==> src/rtl/map_demux_pkg.sv <==
// Shared channel codes and sizes for the byte demux router.
// Same select encoding as the core's 4:1 byte selector.
package map_demux_pkg;

   localparam int BYTE_W = 8;
   localparam int NUM_CH = 4;

   typedef enum logic [1:0] {
      CH_X1 = 2'b00,
      CH_X2 = 2'b01,
      CH_X3 = 2'b10,
      CH_X4 = 2'b11
   } ch_e;

endpackage

==> src/rtl/demux_slot.sv <==
// One-entry byte holding slot with valid/ready drain.
// Optional delivery counter under DEMUX_CNT_EN.
module demux_slot
   import map_demux_pkg::*;
(
   input  logic              CLK,
   input  logic              RST,
   input  logic              LOAD,
   input  logic [BYTE_W-1:0] DIN,
   input  logic              RDY,
   output logic [BYTE_W-1:0] DOUT,
   output logic              VLD
`ifdef DEMUX_CNT_EN
   ,
   output logic [7:0]        CNT
`endif
);

   logic drain;

   assign drain = VLD & RDY;

   // A load in the same cycle as a drain overwrites without a bubble.
   always_ff @(posedge CLK) begin
      if (RST) begin
         VLD  <= 1'b0;
         DOUT <= '0;
      end else if (LOAD) begin
         VLD  <= 1'b1;
         DOUT <= DIN;
      end else if (drain) begin
         VLD  <= 1'b0;
      end
   end

`ifdef DEMUX_CNT_EN
   always_ff @(posedge CLK) begin
      if (RST)
         CNT <= 8'h00;
      else if (drain)
         CNT <= CNT + 8'h01;
   end
`endif

endmodule

==> src/rtl/demux_router.sv <==
// Registered 1-to-4 byte demux with per-channel valid/ready slots.
// Define DEMUX_CNT_EN to enable the per-channel drain counters on CNT.
module demux_router
   import map_demux_pkg::*;
(
   input  logic        CLK,
   input  logic        RST,
   input  logic [1:0]  SEL,
   input  logic [7:0]  D,
   input  logic        IN_VALID,
   output logic        IN_READY,
   output logic [7:0]  X1,
   output logic [7:0]  X2,
   output logic [7:0]  X3,
   output logic [7:0]  X4,
   output logic [3:0]  V,
   input  logic [3:0]  R,
   output logic [31:0] CNT
);

   logic [NUM_CH-1:0] sel_oh;
   logic [NUM_CH-1:0] load;
   logic [BYTE_W-1:0] x [NUM_CH];

   always_comb begin
      sel_oh = '0;
      unique case (ch_e'(SEL))
         CH_X1: sel_oh = 4'b0001;
         CH_X2: sel_oh = 4'b0010;
         CH_X3: sel_oh = 4'b0100;
         CH_X4: sel_oh = 4'b1000;
      endcase
   end

   // Only the addressed slot gates acceptance.
   assign IN_READY = ~V[SEL] | R[SEL];
   assign load     = sel_oh & {NUM_CH{IN_VALID & IN_READY}};

`ifdef DEMUX_CNT_EN
   logic [7:0] cnt [NUM_CH];
`endif

   for (genvar i = 0; i < NUM_CH; i++) begin : g_slot
      demux_slot u_slot (
         .CLK  (CLK),
         .RST  (RST),
         .LOAD (load[i]),
         .DIN  (D),
         .RDY  (R[i]),
         .DOUT (x[i]),
         .VLD  (V[i])
`ifdef DEMUX_CNT_EN
         ,
         .CNT  (cnt[i])
`endif
      );
   end

   assign X1 = x[0];
   assign X2 = x[1];
   assign X3 = x[2];
   assign X4 = x[3];

`ifdef DEMUX_CNT_EN
   assign CNT = {cnt[3], cnt[2], cnt[1], cnt[0]};
`else
   assign CNT = 32'h0;
`endif

endmodule

==> config.mk <==
export PLATFORM = sky130hd
export DESIGN_NAME = demux_router
export DESIGN_NICKNAME = d
export VERILOG_FILES = /design/src/rtl/map_demux_pkg.sv /design/src/rtl/demux_slot.sv /design/src/rtl/demux_router.sv
export SDC_FILE = /design/constraint.sdc
export NUM_CORES = 1
export LEC_CHECK = 0
export BUFFER_PORTS_ARGS = -buffer_cell sky130_fd_sc_hd__buf_4
export CAP_MARGIN = 25
export CORE_AREA = 2 2 58 82
export CTS_CLUSTER_SIZE = 25
export DETAILED_ROUTE_END_ITERATION = 6
export DIE_AREA = 0 0 60 84
export PLACE_DENSITY_LB_ADDON = 0.05
export SYNTH_ARGS = -nofsm -noshare
export SYNTH_HDL_FRONTEND = slang
export SYNTH_SLANG_ARGS = --single-unit
==> constraint.sdc <==
create_clock -name CLK -period 1.59 [get_ports CLK]
set_input_delay 0 -clock CLK [delete_from_list [all_inputs] [get_ports CLK]]
set_output_delay 0 -clock CLK [all_outputs]
set_load 0.1 [all_outputs]
* Word level (Yosys, flattened, before mapping) *
Index checks and enable logic that the tools add are counted.

operators by class
  magnitude comparators = 1
  bitwise operators = 8
  eq/ne operators = 3
  reduce and logical (&&, ||, !) cells = 5
  multiplexer cells = 13

operators by type and width
  cell                                                                          number
  4-bit case mux with 4 select lines                                            1
  1-bit two-way mux                                                             10
  2-bit nonzero test                                                            4
  1-bit AND                                                                     5
  4-bit AND                                                                     1
  1-bit binary-select mux with 2-bit select                                     2
  2-bit equality test, second input constant                                    2
  2-bit by 3-bit less-than comparator with 1-bit output, second input constant  1
  2-bit by 1-bit equality test with 1-bit output, second input constant         1
  2-bit logical NOT                                                             1
  1-bit inverter                                                                1
  1-bit bitwise OR                                                              1

storage, ports and cells
  output and inout port bits = 69
  input bits = 17
  register bits after elaboration = 36

* Depth between registers and ports, before layout *
  depth in word-level cells = 7
  depth in mapped cells = 4
  mapped depth without buffers = 3

* By module *
A second synthesis with hierarchy kept.

unflattened totals
  cell total of the unflattened synthesis = 162
  area total of the unflattened synthesis = 1631.6 µm²

modules (own cells, without submodules)
  module        instances  cells an instance  area an instance (µm²)
  demux_slot    4          30                 321.6
  demux_router  1          42                 345.3

* Worst setup path after synthesis *
No wires, ideal clock.

  kind = register to register
  from = reg, netlist name g_slot[3].u_slot.DOUT[3]
  to = reg g_slot[3].u_slot.DOUT[3]
  path slack = 0.355 ns
  arrival time = 1.160 ns
  library setup time = 0.075 ns
  cell stages (with the launch flop) = 3
  required time = 1.515 ns
  cells stage by stage = dfxtp_1 > nand2b_1 > mux2i_1

RTL lines
  element               line              source
  to (signal assigned)  demux_slot.sv:27  DOUT <= '0;
  to (signal assigned)  demux_slot.sv:30  DOUT <= DIN;
  to (decl)             demux_slot.sv:11  output logic [BYTE_W-1:0] DOUT,

* Worst setup path in the final report *
  from = reg g_slot[3].u_slot.VLD
  to = out IN_READY

on the way
  longest elaborated chain between the ends = 4

ends and longest elaborated chain
  element                                    line                source
  from (decl)                                demux_slot.sv:12    output logic VLD
  from (signal assigned)                     demux_slot.sv:26    VLD <= 1'b0;
  from (signal assigned)                     demux_slot.sv:29    VLD <= 1'b1;
  from (signal assigned)                     demux_slot.sv:32    VLD <= 1'b0;
  1-bit binary-select mux with 2-bit select  demux_router.sv:36  assign IN_READY = ~V[SEL] | R[SEL];
  1-bit two-way mux (implied by the code)    demux_router.sv:36
  1-bit inverter                             demux_router.sv:36
  1-bit bitwise OR                           demux_router.sv:36
  to (decl)                                  demux_router.sv:11  output logic IN_READY,

No other way between the ends. The select of a mux whose other input is x is not followed.

==> results.ini <==
[run_status]
status = complete, no violations

[drt]
vias = 1202
antenna_left = 0
wl_per_cell_um = 12.35
first_pass_iters = 6
drc = 0
drt_iter0_markers = 18
drt_wl_total_um = 3496
via_per_inst = 4.247

[timing]
fin_crit_ns = 1.446
rsz0062_at_grt = false
finalCritPeriodShare = 0.9097
setup_slack_ns = 0.1435
slew_violations = 0
fin_setup_tns_ns = 0
finalSetupViolCount = 0
hold_ws_ns = 0.03171
hold_violations = 0
max_freq_mhz = 691.3
clock_skew_ns = 0.007993

[place]
io_buffers = 53
place_congestion = 0.6439
dp_slack_ns = 0.3695
hpwl_um = 2640

[clocking]
cts_setup_buffers = 0
cts.repair.resized = 0
cts_tree = built
cts.sinks = 36
cts_root_buf = clkbuf_8
clkTransAtPathRegs_ns = 0.07
clk_path_buf_depth = 2
ctsHoldBuffers = 0
insertion_delay_ns = 0.28
htree_levels = 2
cts_buffers = 5

[worst_hold_path]
hold_path.class = in2reg

[global_routing]
grt_pass1_wl_um = 5589
antenna_found_initial = 0
grt_max_degree = 45
grt_overflow = 0
grt_usage = 0.1475
grt_pass1_vias = 1185

[pwr]
power_frac_seq = 0.401
p_switching_mw = 0.9734
clkPwrFrac = 0.276
power_mw = 2.371
p_comb_frac = 0.322
p_int_mw = 1.397
leakage_nw = 1.071
peakVddDrop_mv = 0.5100
p_per_area_nw_per_um2 = 1117
p_sw_frac = 0.4106

[die]
rows = 29
start_util = 0.3933
die_y_um = 84
core_um2 = 4390
die_area_um2 = 5040
num_io_pins = 86
die_w_um = 60

[critical_path]
cpPeakStageDelay_ns = 0.48
r2r_setup_slack_ns = 0.37
r2r-start = g_slot[1].u_slot.VLD
critPathMaxFanout = 4
cp-endpoint = IN_READY
cp-start-kind = flop
required_ns = 1.59
cp-end-kind = primary output
crit_type = reg2out
cp.arrival_ns = 1.45
rr_worst_depth = 3
worstReg2RegEnd = g_slot[1].u_slot.DOUT[0]
crit_start = g_slot[3].u_slot.VLD
path_cells = nand2b_1 > mux4_2 > buf_4
slowest_stage = mux4_2

[run]
drv_cap = 0

[logic_synthesis]
ys_seq_elements = 36
postSynthCellCount = 171
ys_seq_area_frac = 0.4174
synth_top_area_frac = 0.4174
yosys_warnings = 0
yosysUniqueCellTypes = 17
synth.avg_cell_area_um2 = 10.10
synth_area_leader_cell = dfxtp_1
yosys-top-cells-area = dfxtp_1 42%, mux2i_1 19%, nand2b_1 16%
syn-cell-area_um2 = 1727

[layout]
final_core_util = 0.4836
most-common-layout-cells = 55 x buf_4, 44 x nand2b_1, 36 x dfxtp_1
nNetsFinal = 237
final_common_cell = buf_4
area_growth_syn_to_layout_pct = 22.97
num_antenna_cells = 0
drive_gt1_frac = 0.2941

-- state kept, by name, indices dropped and copies added (netlist names) --
register	cells
g_slot.u_slot.DOUT	32
g_slot.u_slot.VLD	4
-- area by class of cell --
class	count	area [µm²]
Clock buffer	6	82.58
Clock inverter	2	10.01
Fill cell	429	2267
Multi-Input combinational cell	122	819.5
Sequential cell	36	720.7
Tap cell	62	77.57
Timing Repair Buffer	55	412.9
-- cell usage after synthesis (all sizes together) --
master,n
clkbuf,6
nand4,1
nand4b,1
nand2,2
and4,1
or3,1
nor3,1
nor3b,1
conb,1
nor2b,1
dfxtp,36
nand2b,44
mux4,1
mux2i,32
a21oi,4
buf,38
-- power groups by stage --
stage	Sequential, mW	Combinational (mW)	Clock, mW
finish	0.952	0.764	0.655
global route	0.956	0.788	0.726
CTS	0.952	0.766	0.684
detailed placement	0.972	0.766	0
global placement	0.971	0.763	0
floorplan	1.17	0.522	0
-- layer usage --
layer,vias to the layer above,share of wire,global-route usage
li1,589,-,-
met1,557,0.40,0.1800
met2,52,0.51,0.2322
met3,4,0.072,0.05736
met4,0,0.010,0.04848
met5,-,0,0
-- worst min path at each step --
| stage | startpoint | slack [ns] | depth (start not counted) | endpoint |
|---|---|---|---|---|
| after floorplan | R[1] | 0.20 | 2 | g_slot[1].u_slot.VLD |
| after global placement | R[2] | 0.32 | 3 | g_slot[2].u_slot.VLD |
| after detailed placement | R[1] | 0.33 | 3 | g_slot[1].u_slot.VLD |
| after CTS | R[1] | 0.03 | 3 | g_slot[1].u_slot.VLD |
| after global routing | R[1] | 0.03 | 3 | g_slot[1].u_slot.VLD |
| final | R[1] | 0.03 | 3 | g_slot[1].u_slot.VLD |
-- critical path: cells and delay by family, from the launching register on --
family / cells / cell delay [ns]
buf+inv: 1 / 0.25
flops: 1 / 0.33
mux: 1 / 0.48
simple gates: 1 / 0.10
-- per-stage QoR --
stage	cell area, µm²	std cells
floorplan	1843	202
global placement	2031	275
detailed placement	2031	275
CTS	2123	283
global route	2123	283
finish	2123	283
-- cell families (layout without fill, tap and decap cells) --
kind of cell    after synthesis  in the layout  share of synthesized area
compound gates                4              4                    0.01159
buf+inv                      44             63                     0.1754
flops                        36             36                     0.4174
mux                          33             33                     0.1986
other cells                   1             32                   0.002172
simple gates                 53             53                     0.1949
Power figures use the tool's default switching activity.
